### config.mk
export PLATFORM = sky130hd
export DESIGN_NAME = count_task_scheduler
export DESIGN_NICKNAME = d
export VERILOG_FILES = /design/src/rtl/count_task_scheduler.sv
export SDC_FILE = /design/constraint.sdc
export NUM_CORES = 1
export LEC_CHECK = 0
export CAP_MARGIN = 20
export CORE_UTILIZATION = 44
export DETAILED_ROUTE_END_ITERATION = 16
export MAX_ROUTING_LAYER = met4
export PLACE_DENSITY_LB_ADDON = 0.12
export SETUP_SLACK_MARGIN = 0.05
export SLEW_MARGIN = 20
export SYNTH_ARGS = -nofsm -noshare
export SYNTH_HDL_FRONTEND = slang
export SYNTH_SLANG_ARGS = --single-unit
export TNS_END_PERCENT = 100
### constraint.sdc
create_clock -name clk -period 2.7 [get_ports clk]
set_input_delay 0.54 -clock clk [delete_from_list [all_inputs] [get_ports clk]]
set_output_delay 0.54 -clock clk [all_outputs]
set_load 0.01 [all_outputs]
### src/rtl/count_task_scheduler.sv
// Two-requester round-robin scheduler sharing one up/down counter datapath.
// A granted task loads its start value and steps toward its end value, then pulses done.
module count_task_scheduler #(
  parameter int WIDTH = 16
) (
  input  logic             clk,
  input  logic             reset,
  input  logic             req0_valid,
  output logic             req0_ready,
  input  logic [WIDTH-1:0] req0_start,
  input  logic [WIDTH-1:0] req0_end,
  input  logic             req0_up,
  input  logic             req1_valid,
  output logic             req1_ready,
  input  logic [WIDTH-1:0] req1_start,
  input  logic [WIDTH-1:0] req1_end,
  input  logic             req1_up,
  input  logic             pause,
  input  logic             abort,
  output logic             busy,
  output logic             grant_id,
  output logic [WIDTH-1:0] count,
  output logic             done,
  output logic             done_aborted
);

  typedef enum logic [1:0] {IDLE, LOAD, RUN, DONE} state_t;

  typedef struct packed {
    logic [WIDTH-1:0] start;
    logic [WIDTH-1:0] fin;
    logic             up;
  } task_t;

  state_t           state_q;
  task_t            task_q;
  task_t [1:0]      req;
  logic  [1:0]      vld;
  logic  [1:0]      rdy;
  logic             sel_d;
  logic [WIDTH-1:0] count_q, count_d;
  logic             grant_q, last_q, done_q, aborted_q;

  assign req[0] = '{start: req0_start, fin: req0_end, up: req0_up};
  assign req[1] = '{start: req1_start, fin: req1_end, up: req1_up};
  assign vld    = {req1_valid, req0_valid};

  // With both pending, the requester that did not win last time is picked.
  always_comb begin
    sel_d = 1'b0;
    if (&vld)        sel_d = ~last_q;
    else if (vld[1]) sel_d = 1'b1;
    rdy = 2'b00;
    if (state_q == IDLE) rdy[sel_d] = vld[sel_d];
  end

  always_comb begin
    count_d = task_q.up ? count_q + {{(WIDTH-1){1'b0}}, 1'b1}
                        : count_q - {{(WIDTH-1){1'b0}}, 1'b1};
  end

  always_ff @(posedge clk) begin
    if (reset) begin
      state_q   <= IDLE;
      task_q    <= '0;
      count_q   <= '0;
      grant_q   <= 1'b0;
      last_q    <= 1'b1;
      done_q    <= 1'b0;
      aborted_q <= 1'b0;
    end else begin
      done_q    <= 1'b0;
      aborted_q <= 1'b0;
      case (state_q)
        IDLE: if (|rdy) begin
          task_q  <= req[sel_d];
          grant_q <= sel_d;
          last_q  <= sel_d;
          state_q <= LOAD;
        end
        LOAD: begin
          count_q <= task_q.start;
          state_q <= RUN;
        end
        RUN: begin
          if (abort) begin
            state_q   <= DONE;
            done_q    <= 1'b1;
            aborted_q <= 1'b1;
          end else if (count_q == task_q.fin) begin
            state_q <= DONE;
            done_q  <= 1'b1;
          end else if (!pause) begin
            count_q <= count_d;
          end
        end
        default: state_q <= IDLE;
      endcase
    end
  end

  assign req0_ready   = rdy[0];
  assign req1_ready   = rdy[1];
  assign busy         = (state_q != IDLE);
  assign grant_id     = grant_q;
  assign count        = count_q;
  assign done         = done_q;
  assign done_aborted = aborted_q;

endmodule

==> metrics.md <==
| Metric | Value |
|---|---|
| Outcome | `complete, no violations` |
| Total GRT Usage | `22.09%` |
| Crit Path Max Fanout | `3` |
| RePlAce Congestion | `0.8789` |
| Rows | `31` |
| Proportion of layout cells with a drive suffix above 1 | `5.317%` |
| Ys Warns | `0` |
| Synthesis-to-layout area growth | `33.31%` |
| Gr ovfl total | `0` |
| Crit. End Element | `output pin` |
| F_max | `0.4011 GHz` |
| CTS buffer count | `5` |
| WHS Path Cells | `2` |
| Final period utilization | `92.34%` |
| Routed vias | `3198` |
| Largest cells by area after synthesis | `dfxtp_1, mux2i_1, a211oi_1, nor2_1, ha_1` |
| Worst Hold Class | `register to register` |
| CP Launch Type | `input pin` |
| Clk slew on worst S/H paths | `0.10 ns` |
| RSZ-0062 raised after global routing | `no` |
| Max H-tree Level | `2` |
| Critical R2R Capture | `count[15]$_SDFFE_PP0P_` |
| WHS Endpoint | `task_q[25]$_SDFFE_PP0P_` |
| Static Leak | `1.842 nW` |
| Hpwl dp | `6763 um` |
| Clock Path Buffers | `2` |
| R2R Setup Slk | `0.26 ns` |
| Mapped cell area | `3392 sq um` |
| Tot Pwr | `0.005259 W` |
| Die area | `8064 sq um` |
| Max-cap viol count | `0` |
| IO Count | `94` |
| Post-layout net count | `578` |
| Final worst setup slack | `0.2067 ns` |
| Hold path startpoint | `task_q[25]$_SDFFE_PP0P_` |
| 1st-iter DRT viols | `204` |
| Actual transition at the worst max-transition pin | `0.7657 ns` |
| Routed WL per cell | `14.82 um` |
| Die W | `89.80 um` |
| Detail Route Antenna Nets | `0` |
| Final wirelength | `8715 um` |
| Pre-Repair DR Iteration Count | `4` |
| Vias per cell | `5.439` |
| Max_slew headroom | `48.95%` |
| Worst vdd ir | `0.5962 mV` |
| CTS tree | `done` |
| Cts hold-fix bufs | `0` |
| Syn Nets | `494` |
| Area of the multi-input gates | `2156 sq um` |
| Clk root buf | `clkbuf_8` |
| Slew Limit Fails | `0` |
| Initial antenna violation count | `0` |
| Inserted Diodes | `0` |
| Vias in the first global route | `2917` |
| Port-buffer cells | `93` |
| Worst EP arrival | `1.95 ns` |
| Core Footprint | `7370 sq um` |
| Top post-synthesis cells by count | `nor2_1, dfxtp_1, a211oi_1` |
| Clock latency on the worst-skew pair | `0.32 ns` |
| Die Span Y | `89.80 um` |
| Avg Synthesized Cell Area | `8.396 sq um` |
| Cell with the most instances after synthesis | `nor2_1` |
| First-pass GRT wire length | `13990 um` |
| Largest net degree at the start of global routing | `67` |
| Crit path kind | `input pin to output pin` |
| Setup Total Neg Slack | `0 ns` |
| Synth async-reset ratio | `0%` |
| CTS Sinks | `55` |
| Share of the synthesized area in the top cell type | `32.46%` |
| CTS resizes | `0` |
| Synth Instances | `404` |
| Endpoints failing hold | `0` |
| Post-Place Setup Slack | `0.1605 ns` |
| Cell Pwr Density | `1163 nW/um^2` |
| Setup Skew | `0.005208 ns` |
| Worst R2R Start | `task_q[0]$_SDFFE_PP0P_` |
| Final worst path period need | `2.493 ns` |
| Reg2Reg Depth | `9` |
| Netlist cell types | `50` |
| Seq/Total Area, Yosys | `32.46%` |
| Dominant cell type by area after synthesis | `dfxtp_1` |
| Setup repair bufs after CTS | `0` |
| Post-synth EDFFs | `0` |
| Ys flop type | `dfxtp_1` |
| Yosys reg bits | `55` |
| Initial core utilization | `46.03%` |
| Setup violators final | `0` |
| Register area | `1102 sq um` |
| Worst endpoint required time | `2.16 ns` |
| DRC viols | `0` |
| Fillers | `666` |
cell families (layout without fill, tap and decap cells):
| group | after synthesis | count (layout) | share of synthesized area (%) |
|---|---|---|---|
| AND/OR/NAND/NOR | 129 | 129 | 17.04 |
| AO/OA/AOI/OAI | 105 | 105 | 21.98 |
| flip-flops | 55 | 55 | 32.46 |
| multiplexers | 37 | 37 | 10.92 |
| buffers and inverters | 36 | 121 | 4.537 |
| XOR/XNOR | 24 | 24 | 6.197 |
| adder cells (fa/ha/maj) | 18 | 18 | 6.861 |
critical path, stage by stage:
cell and delay, ns:
clkdlybuf4s50_1 0.51, a21boi_4 0.20, and2_1 0.17, clkdlybuf4s50_1 0.54
final cells by class:
class / instances / area share [%]
clock buffer: 5 / 1.522
multi-input combinational: 313 / 47.68
tap: 99 / 2.739
sequential: 55 / 24.38
timing repair buffer: 102 / 22.25
inverter: 11 / 0.9131
clock inverter: 3 / 0.5257
worst max-delay path by stage:
stage	startpoint	to	slack (ns)	cells after the start
2_1_floorplan	task_q[0]$_SDFFE_PP0P_	count[15]$_SDFFE_PP0P_	0.22	9
3_3_place_gp	task_q[0]$_SDFFE_PP0P_	count[15]$_SDFFE_PP0P_	0.22	9
3_5_place_dp	task_q[0]$_SDFFE_PP0P_	count[15]$_SDFFE_PP0P_	0.16	9
4_1_cts	task_q[0]$_SDFFE_PP0P_	count[15]$_SDFFE_PP0P_	0.15	9
5_1_grt	task_q[0]$_SDFFE_PP0P_	count[14]$_SDFFE_PP0P_	0.1	10
6_report	req1_valid	req1_ready	0.21	4
power breakdown:
group | total [W] | switching (W) | internal, W
logic | 0.00333 | 0.00180 | 0.00153
registers | 0.00145 | 0.000328 | 0.00112
clock network | 0.000482 | 0.000294 | 0.000188
flip-flops by register name, indices dropped and copies added, names as in the netlist:
name and flops:
done 1, grant_id 1, last_q 1, state_q 2, count 16, done_aborted 1
task_q 33
per-stage QoR:
step / std cells / hold WS [ns] / area (sq um) / utilization (%)
floorplan: 404 / 0.4374 / 3392 / -
global placement: 580 / 0.4752 / 4428 / 60.08
detailed placement: 580 / 0.4948 / 4428 / 60.08
CTS: 588 / 0.5095 / 4521 / 61.34
global route: 588 / 0.5387 / 4522 / 61.36
finish: 588 / 0.5032 / 4522 / 61.36
cells in the final DEF, fill, tap and decap left out, types with 8 or more instances in the layout:
cell | netlist | layout
o21ai_0 | 8 | 8
inv_1 | 11 | 10
a21oi_1 | 23 | 23
buf_4 | 2 | 8
xor2_1 | 19 | 19
a211oi_1 | 43 | 43
mux2i_1 | 37 | 37
clkdlybuf4s50_1 | 0 | 92
nand2_1 | 28 | 28
nor2_1 | 62 | 61
dfxtp_1 | 55 | 54
ha_1 | 17 | 17
routing by layer:
metal,wire [um],vias up,GRT usage [%]
met5,0,-,-
met4,201,0,6.831
met3,509,17,3.807
met2,4003,107,34.49
met1,4001,1437,29.13
li1,-,1637,-
Power figures use the tool's default switching activity.
